### src/rtl/nnet_result_framer_pkg.sv
// Shared constants, state encoding and beat payload for the neural-net result framer.
package nnet_result_framer_pkg;

  localparam int unsigned SR_USER_SPP_DEF = 131;
  localparam int unsigned SPP_RESET_DEF   = 64;
  localparam int unsigned IN_W            = 16;
  localparam int unsigned DATA_W          = 32;
  localparam int unsigned USER_W          = 128;
  localparam int unsigned LEN_W           = 16;
  localparam int unsigned CNT_W           = 32;

  typedef enum logic {
    IDLE   = 1'b0,
    IN_PKT = 1'b1
  } state_t;

  // vec_end travels with the beat so the vector counter bumps on output transfer
  typedef struct packed {
    logic [USER_W-1:0] tuser;
    logic [DATA_W-1:0] tdata;
    logic              tlast;
    logic              vec_end;
  } beat_t;

  // Zero-length settings degrade to single-sample packets/vectors
  function automatic logic [LEN_W-1:0] nz_len(input logic [LEN_W-1:0] v);
    return (v == '0) ? LEN_W'(1) : v;
  endfunction

endpackage

### src/rtl/nnet_axis_out_reg.sv
// One-stage AXI-stream output register; clear drops a held beat.
module nnet_axis_out_reg
  import nnet_result_framer_pkg::*;
(
  input  logic  i_clk,
  input  logic  i_rst,
  input  logic  i_clr,
  input  logic  i_valid,
  input  beat_t i_beat,
  output logic  o_ready_c,
  output logic  o_valid,
  output beat_t o_beat,
  input  logic  i_ready
);

  logic  r_valid;
  beat_t r_beat;

  assign o_ready_c = ~r_valid | i_ready;
  assign o_valid   = r_valid;
  assign o_beat    = r_beat;

  always_ff @(posedge i_clk or posedge i_rst) begin
    if (i_rst) begin
      r_valid <= 1'b0;
      r_beat  <= '0;
    end else if (i_clr) begin
      r_valid <= 1'b0;
    end else if (i_valid && o_ready_c) begin
      r_valid <= 1'b1;
      r_beat  <= i_beat;
    end else if (i_ready) begin
      r_valid <= 1'b0;
    end
  end

endmodule

### src/rtl/nnet_result_framer.sv
// Frames the tlast-less neural-net result stream into SPP-limited packets that never span vectors.
module nnet_result_framer
  import nnet_result_framer_pkg::*;
#(
  parameter int unsigned SR_USER_SPP = SR_USER_SPP_DEF,
  parameter int unsigned SPP_RESET   = SPP_RESET_DEF
) (
  input  logic              clk,
  input  logic              reset,
  input  logic              clear,
  input  logic              set_stb,
  input  logic [7:0]        set_addr,
  input  logic [31:0]       set_data,
  input  logic [LEN_W-1:0]  nnet_size_out,
  input  logic              hdr_stb,
  input  logic [USER_W-1:0] hdr_tuser,
  input  logic [IN_W-1:0]   i_tdata,
  input  logic              i_tvalid,
  output logic              i_tready,
  output logic [DATA_W-1:0] o_tdata,
  output logic              o_tlast,
  output logic              o_tvalid,
  input  logic              o_tready,
  output logic [USER_W-1:0] o_tuser,
  output logic [LEN_W-1:0]  spp_out,
  output logic [CNT_W-1:0]  vec_count
);

  state_t            r_state;
  state_t            w_state_nxt;
  logic [LEN_W-1:0]  r_spp;
  logic [LEN_W-1:0]  r_pkt_len;
  logic [LEN_W-1:0]  r_vec_len;
  logic [LEN_W-1:0]  r_pkt_idx;
  logic [LEN_W-1:0]  r_vec_idx;
  logic [USER_W-1:0] r_hdr;
  logic [USER_W-1:0] r_pkt_user;
  logic [CNT_W-1:0]  r_vec_count;

  logic              w_out_ready;
  logic              w_acc;
  logic              w_pkt_start;
  logic              w_vec_start;
  logic [LEN_W-1:0]  w_pkt_len;
  logic [LEN_W-1:0]  w_vec_len;
  logic              w_pkt_last;
  logic              w_vec_last;
  logic              w_last;
  beat_t             w_beat;
  beat_t             w_out_beat;
  logic              w_out_valid;
  logic              w_unused_ok;

  assign w_unused_ok = ^set_data[31:LEN_W];

  // clear wins over an incoming sample
  assign i_tready = w_out_ready & ~clear;
  assign w_acc    = i_tvalid & i_tready;

  // Lengths are sampled only at packet/vector start so mid-flight changes wait
  assign w_pkt_start = (r_state == IDLE);
  assign w_vec_start = (r_vec_idx == '0);
  assign w_pkt_len   = w_pkt_start ? nz_len(r_spp) : r_pkt_len;
  assign w_vec_len   = w_vec_start ? nz_len(nnet_size_out) : r_vec_len;
  assign w_pkt_last  = (r_pkt_idx == w_pkt_len - LEN_W'(1));
  assign w_vec_last  = (r_vec_idx == w_vec_len - LEN_W'(1));
  assign w_last      = w_pkt_last | w_vec_last;

  always_ff @(posedge clk or posedge reset) begin
    if (reset) r_state <= IDLE;
    else       r_state <= w_state_nxt;
  end

  always_comb begin
    w_state_nxt    = r_state;
    w_beat         = '0;
    w_beat.tdata   = {16'd0, i_tdata};
    w_beat.tlast   = w_last;
    w_beat.vec_end = w_vec_last;
    w_beat.tuser   = w_pkt_start ? r_hdr : r_pkt_user;
    case (r_state)
      IDLE:   if (w_acc && !w_last) w_state_nxt = IN_PKT;
      IN_PKT: if (w_acc && w_last)  w_state_nxt = IDLE;
    endcase
    if (clear) w_state_nxt = IDLE;
  end

  always_ff @(posedge clk or posedge reset) begin
    if (reset) begin
      r_spp       <= LEN_W'(SPP_RESET);
      r_hdr       <= '0;
      r_pkt_user  <= '0;
      r_pkt_len   <= '0;
      r_vec_len   <= '0;
      r_pkt_idx   <= '0;
      r_vec_idx   <= '0;
      r_vec_count <= '0;
    end else begin
      if (set_stb && (set_addr == 8'(SR_USER_SPP))) r_spp <= set_data[LEN_W-1:0];
      if (hdr_stb) r_hdr <= hdr_tuser;
      if (clear) begin
        r_pkt_idx   <= '0;
        r_vec_idx   <= '0;
        r_vec_count <= '0;
      end else begin
        if (w_acc) begin
          if (w_pkt_start) begin
            r_pkt_len  <= w_pkt_len;
            r_pkt_user <= r_hdr;
          end
          if (w_vec_start) r_vec_len <= w_vec_len;
          r_pkt_idx <= w_last     ? '0 : r_pkt_idx + LEN_W'(1);
          r_vec_idx <= w_vec_last ? '0 : r_vec_idx + LEN_W'(1);
        end
        if (w_out_valid && o_tready && w_out_beat.vec_end)
          r_vec_count <= r_vec_count + CNT_W'(1);
      end
    end
  end

  nnet_axis_out_reg u_out_reg (
    .i_clk     (clk),
    .i_rst     (reset),
    .i_clr     (clear),
    .i_valid   (w_acc),
    .i_beat    (w_beat),
    .o_ready_c (w_out_ready),
    .o_valid   (w_out_valid),
    .o_beat    (w_out_beat),
    .i_ready   (o_tready)
  );

  assign o_tvalid  = w_out_valid;
  assign o_tdata   = w_out_beat.tdata;
  assign o_tlast   = w_out_beat.tlast;
  assign o_tuser   = w_out_beat.tuser;
  assign spp_out   = r_spp;
  assign vec_count = r_vec_count;

endmodule

### config.mk
export PLATFORM = sky130hd
export DESIGN_NAME = nnet_result_framer
export DESIGN_NICKNAME = d
export VERILOG_FILES = /design/src/rtl/nnet_result_framer_pkg.sv /design/src/rtl/nnet_axis_out_reg.sv /design/src/rtl/nnet_result_framer.sv
export SDC_FILE = /design/constraint.sdc
export NUM_CORES = 1
export LEC_CHECK = 0
export CORE_MARGIN = 1
export CORE_UTILIZATION = 42
export DETAILED_ROUTE_END_ITERATION = 12
export GPL_TIMING_DRIVEN = 0
export PLACE_DENSITY = 0.68
export SETUP_SLACK_MARGIN = 0.3
export SLEW_MARGIN = 20
export SYNTH_ARGS = -nofsm -noshare
export SYNTH_HDL_FRONTEND = slang
export SYNTH_HIERARCHICAL = 1
export SYNTH_SLANG_ARGS = --single-unit
### constraint.sdc
create_clock -name clk -period 12 [get_ports clk]
set_clock_uncertainty 0.05 [all_clocks]
set_input_delay 1.2 -clock clk [delete_from_list [all_inputs] [get_ports clk]]
set_output_delay 1.2 -clock clk [all_outputs]
set_load 0.03 [all_outputs]
==> metrics, run 1 <==
outcome=complete, no violations; NumNets Final=2725; grt met3 use=0.06303; R2R cell count=17; crit path max fanout=10; All-Layer GR Usage=0.2221; Mean Syn Cell Area=between 10 and 15 um2; unrepaired setup endpoints after global routing=no; Top FF cell, synth=dfrtp_1; slew of the pin with the lowest slew margin=roughly 1.0 ns; type of the worst setup path=reg2reg; grt met2 use=0.3686; # Post-CTS Setup Buffers=0; Starting DRT DRC Count=approximately 950; largest net degree at the start of global routing=100; die area=59110 um2; post-synthesis sequential area ratio=0.5452; # rows=88; Synth Register Bits=between 500 and 600; GRT busiest layer=met2; utilization after layout=0.5504; Longest Clk Path Bufs=3; # IOs=~420; PwrDens=roughly 200 nW/um2; CTS Root Cell=clkbuf_16; H-Tree Depth=2; Initial DRT Pass Iterations=4; hold_buf cts=0; Port Buffers=400; EDFF count, synth=0; Critical R2R Launch=r_vec_idx[0]; initial antenna violation count=11; crit path capture=u_out_reg/o_beat[1]; wire per inst=19.50 um; Rel. slew slack=0.3359; WP data required=~13 ns; grt met1 use=0.2815; Synth-to-Final Area Change=29.78%; Fmax=approximately 200 MHz; Power Total=between 6 and 7 mW; post-route ant nets=0; TritonCTS clock tree=built; CTS sink cnt=about 530; share of flip-flops with an asynchronous set or reset=1.000; DRC Markers=0; Critical Path End Type=flip-flop; TNS Setup=0 ns; max-cap violations=0; worst path arrival time=approximately 5.6 ns; global-route wire length before repair=104200 um; Die X=243.1 um; min-delay worst type=reg2reg; LEAKAGE=between 10 and 15 nW; gpl congestion=0.8891; synth unique cells=69; Min Hold Slack=approximately 0.42 ns; clk slew on worst S/H paths=approximately 0.060 ns; Mapped Area=24420 um2; CTS Buf Count=57; core box area=approximately 58000 um2; die extent in y=243.1 um; Slew Viols, Final=0; share of layout cells above drive strength 1=0.2431; Yosys Warn Count=6; Post-Synthesis Cells=approximately 2000; vias in the first global route=roughly 18000; gr ovfl total=0; Initial Util=0.4241; Final period util=0.4231; via-per-instance ratio=5.188; Post-CTS Resized=0; via count=around 17000; post-DP HPWL=roughly 47000 um; Reg-to-Reg End=u_out_reg/o_beat[1]; Tmin final=5.077 ns; hold violation count in the final report=0; clock latency on the worst-skew pair=0.61 ns; VDD IR max=about 160 uV; crit path launch type=flip-flop; Total Wirelength=around 65000 um; Critical Path Start=r_vec_idx[0]; flop-to-flop setup slack=around 6.9 ns; endpoints failing setup=0
-- cell type report --
type	count	area [um2]
fillers	4808	25890
flip-flops and latches	532	13310
multi-input cells	1389	10460
repair buffers	406	4169
clock buffers	75	1604
well taps	765	957.2
plain buffers	111	646.9
clock inverters	31	464.2
inverters	15	71.32
diodes	3	7.507
-- registers in the layout (all words and copies together), names as in the netlist --
signal,count
r_hdr,128
r_pkt_idx,16
r_pkt_len,16
r_pkt_user,128
r_state,1
r_vec_idx,16
r_vec_len,16
spp_out,16
u_out_reg/o_beat,162
u_out_reg/o_valid,1
vec_count,32
-- synth_stat cells, types with 22 or more instances --
cell      number  area, um2
nand2_1      430       1614
xor2_1        38      332.8
mux2_4        80       1201
clkbuf_1      76      285.3
xnor2_1       36      315.3
nor3_1        34      170.2
mux2_2       389       4380
nor2_1        68      255.2
a31oi_1       22      137.6
mux2i_1       25      250.2
nand3_1       36      180.2
dfrtp_1      531      13290
nand4_1       22      137.6
-- report_power, final --
group | switching, mW | internal (mW)
sequential | 0.270 | 2.19
combinational | 1.03 | 0.945
clock | 0.745 | 1.18
total | 2.04 | 4.31
-- worst min-delay path by stage --
stage	startpoint	cells past startpoint	endpoint	slack, ns
finish	r_pkt_user[116]	2	r_pkt_user[116]	0.42
global route	r_pkt_user[61]	2	r_pkt_user[61]	0.44
CTS	r_pkt_user[61]	2	r_pkt_user[61]	0.42
detailed placement	r_pkt_user[42]	2	r_pkt_user[42]	0.41
global placement	r_pkt_user[66]	2	r_pkt_user[66]	0.40
floorplan	r_pkt_user[0]	2	r_pkt_user[0]	0.39
-- per-stage QoR --
step	instance area, um2	setup WS [ns]	cells
5_1_grt	31690	6.525	3326
2_1_floorplan	24480	0.5061	2047
4_1_cts	31690	6.925	3324
3_5_place_dp	29620	6.367	3218
3_3_place_gp	29440	-4.337	3212
6_report	31690	6.923	3327
-- cells in the final DEF, fill, tap and decap left out, types with 11 or more instances in the layout --
master / n
dfrtp_1: 531
nand2_1: 430
clkdlybuf4s50_1: 400
mux2_2: 389
clkbuf_1: 83
mux2_4: 80
nor2_1: 68
clkbuf_16: 57
xor2_1: 38
xnor2_1: 36
nand3_1: 36
nor3_1: 34
mux2i_1: 25
nand4_1: 22
a31oi_1: 22
nand2b_1: 19
a21oi_1: 19
and3_1: 19
o21ai_0: 18
conb_1: 16
nor4_1: 13
clkinv_2: 13
inv_1: 12
buf_4: 11
bufinv_16: 11
clkbuf_8: 11
-- layer usage --
layer	vias to the layer above	share of wire	wire, um
met3	114	0.068	4408
met2	431	0.49	31600
li1	8009	-	-
met5	-	0.0013	85
met1	8693	0.42	27260
met4	14	0.023	1517
-- cells by family (layout without fill, tap and decap cells) --
logic type	after synthesis	count (layout)	synth area share
muxes	494	494	0.2388
adders and majority gates	6	6	0.003074
and+or+nand+nor	695	695	0.1281
AOI/OAI and AO/OA	104	104	0.02926
DFF	532	532	0.5452
buffers and inverters	126	638	0.02879
xor gates and xnor gates	74	74	0.02654
other	1	19	0.0001536
-- worst max-delay path: stages (launching register included) --
cell and delay (ns):
dfrtp_1 0.45, inv_1 0.11, ha_1 0.16, nor4b_1 0.52, nand4_1 0.30, clkbuf_1 0.34
mux2i_1 0.29, ha_1 0.18, clkbuf_1 0.37, nand3_1 0.17, nor4_1 0.29, a31oi_1 0.09
a2111oi_0 0.45, a311o_1 0.28, nand2_1 0.07, nor3_1 0.47, o21bai_1 0.23, mux2_2 0.18
(Power assumes the default switching activity.)
==> run 2, diff against run 1 <==
- clock period: 12 -> 4.2 ns (I/O delays scaled with it)
==> metrics, run 2 (synthesis results as in run 1) <==
outcome=complete, no violations; Comb pwr share=0.326 (+0.016); core box area=57590 um2 (unchanged); Fmax=259.5 MHz (+32%); Tmin final=3.854 ns (-1.222 ns); commonest cells after routing, fill and taps aside=528 x dfrtp_1, 429 x nand2_1, 398 x clkdlybuf4s50_1; Longest Clk Path Bufs=3 (unchanged); sw frac=0.3247 (+0.003329); crit path launch type=flip-flop; leading cell type in the layout, fill and taps excluded=dfrtp_1; endpoints failing setup=0 (unchanged); TritonCTS clock tree=built; Initial Util=0.4241 (unchanged); final worst slack=0.3457 ns (-6.578 ns); CTS sink cnt=532 (unchanged); clock share of power=0.288 (-0.015); Seq. cell area=13320 um2 (about the same); Power Total=18.21 mW (+190%); # rows=88 (unchanged); Psw=5.915 mW (+190%); initial antenna violation count=9 (-2); Port Buffers=400 (unchanged); worst stage delay on the critical path=0.40 ns (-0.12 ns); NumNets Final=2768 (+1.6%); cell mode on critical path=nor4b_4; Starting DRT DRC Count=859 (-9.9%); share of layout cells above drive strength 1=0.2720 (+0.02896); Synth-to-Final Area Change=32.98%; sequential share of power=0.387 (about the same); crit path max fanout=8 (-2); unrepaired setup endpoints after global routing=yes; max reg flops=162 (unchanged); Die X=243.1 um (unchanged); CP cell instances=inv_2 -> ha_4 -> nor4b_4 -> and4_1 -> buf_6 -> mux2i_4 -> ha_4 -> buf_8 -> nor4b_4 -> xnor2_1 -> a32o_2 -> nor4b_4 -> a311o_1 -> a31oi_4 -> buf_8 -> clkbuf_16 -> a21oi_1 -> a31oi_1; CTS Buf Count=57 (unchanged); die area=59110 um2 (unchanged); Final period util=0.9177 (+0.4946); via-per-instance ratio=5.210 (+0.41%); fill count=4768 (-0.83%); PwrDens=560.9 nW/um2 (+180%); utilization after layout=0.5639 (+0.01354); slew of the pin with the lowest slew margin=0.9734 ns (-0.02270 ns); hold violation count in the final report=0 (unchanged); Initial DRT Pass Iterations=5 (+1); Non-Filler Instances=3365 (+1.1%); Slew Viols, Final=0 (unchanged); wire per inst=19.80 um (+1.5%); Min Hold Slack=0.1365 ns (-0.2798 ns); DRC Markers=0 (unchanged); Cells after DPL=3230 (+0.37%); gr ovfl total=0 (unchanged); max-cap violations=0 (unchanged); die extent in y=243.1 um (unchanged); worst path arrival time=4.32 ns (-1.25 ns); clock latency on the worst-skew pair=0.61 ns (about the same); global-route wire length before repair=104500 um (+0.29%); via count=17530 (+1.6%); LEAKAGE=14.24 nW (+2.5%); multi-input logic area=10750 um2 (+2.8%); WP data required=4.66 ns (-7.84 ns); min-delay worst type=in2async; Critical Path End Type=flip-flop; clk slew on worst S/H paths=0.06 ns (about the same); H-Tree Depth=2 (unchanged); VDD IR max=449.3 uV (+190%); Rel. slew slack=0.3510 (+0.01513); type of the worst setup path=reg2reg; post-DP HPWL=47290 um (+1.7%); Total Wirelength=66620 um (+2.7%); Int Pwr=12.30 mW (+190%); gpl congestion=0.8707 (-2.1%); largest net degree at the start of global routing=35 (-65%); # IOs=418 (unchanged); All-Layer GR Usage=0.2239 (+0.001835); post-route ant nets=0 (unchanged); post-placement setup slack=-0.6732 ns (-7.041 ns); highest-delay cell along the critical path=dfrtp_2; vias in the first global route=18486 (+1.2%); hold_buf cts=0 (unchanged); CTS Root Cell=clkbuf_16
[run 2: cell count changes in the layout (fill, tap and decap cells not counted), sizes merged]
cell | before | now
buf | 41 | 83
inv | 18 | 15
clkinv | 14 | 9
bufinv | 11 | 6
dlymetal6s2s | 0 | 2
clkbuf | 151 | 162
diode | 3 | 1
clkdlybuf4s50 | 400 | 398
[run 2: power groups by stage]
stage / Combinational, mW / Clock, mW / Sequential, mW
2_1_floorplan: 2.40 / 0 / 8.08
6_report: 5.93 / 5.24 / 7.04
3_5_place_dp: 5.67 / 0 / 7.10
5_1_grt: 6.29 / 5.57 / 7.18
3_3_place_gp: 5.54 / 0 / 7.05
4_1_cts: 5.79 / 5.36 / 7.04
[run 2: critical path, delay by kind of cell, from the launching register on]
family	cells	cell delay, ns
buf+inv	5	0.69
fa+ha+maj	2	0.31
mux	1	0.27
compound gates	5	1.10
xor+xnor	1	0.09
simple gates	4	0.86
flops	1	0.40
[run 2: what timing repair did]
item                       CTS  global route
buffers inserted            12            16
pin swaps                    7            24
setup endpoints to repair   35            34
cloned                       0             3
gates resized for setup     37            67
[run 2: routing by layer]
layer  part of all wire  wire, um  global-route usage
met5             0.0017       115                   0
met4              0.027      1774             0.06715
met3              0.071      4711             0.06988
met2               0.49     32420              0.3724
met1               0.41     27600              0.2781
[run 2: path summary, 6_finish.rpt]
kind / start / endpoint / slack, ns / cells after the start
worst max-delay path: r_vec_idx[1] / r_vec_idx[12] / 0.35 / 18
worst min-delay path: reset / u_out_reg/o_beat[91] / 0.14 / 2
worst max register to register: r_vec_idx[1] / r_vec_idx[12] / 0.35 / 18
worst min register to register: r_pkt_user[55] / r_pkt_user[55] / 0.42 / 2
max in group asynchronous: reset / r_hdr[108] / 2.49 / 6
min in group clk: nnet_size_out[12] / r_vec_len[12] / 0.21 / 2
[run 2: area by class of cell]
type,count,area share
sequential,532,0.4101
multi-input combinational,1389,0.3311
timing repair buffer,449,0.1440
clock buffer,85,0.05248
tap,765,0.02948
buffer,111,0.02293
clock inverter,18,0.007822
inverter,15,0.001965
antenna,1,0.00007706
[run 2: per-stage QoR]
step / setup TNS [ns] / instance area, um2
floorplan: -449.46 / 24480
global placement: -1492.83 / 29440
detailed placement: -24.51 / 29810
CTS: 0 / 32000
global route: 0 / 32470
finish: 0 / 32470
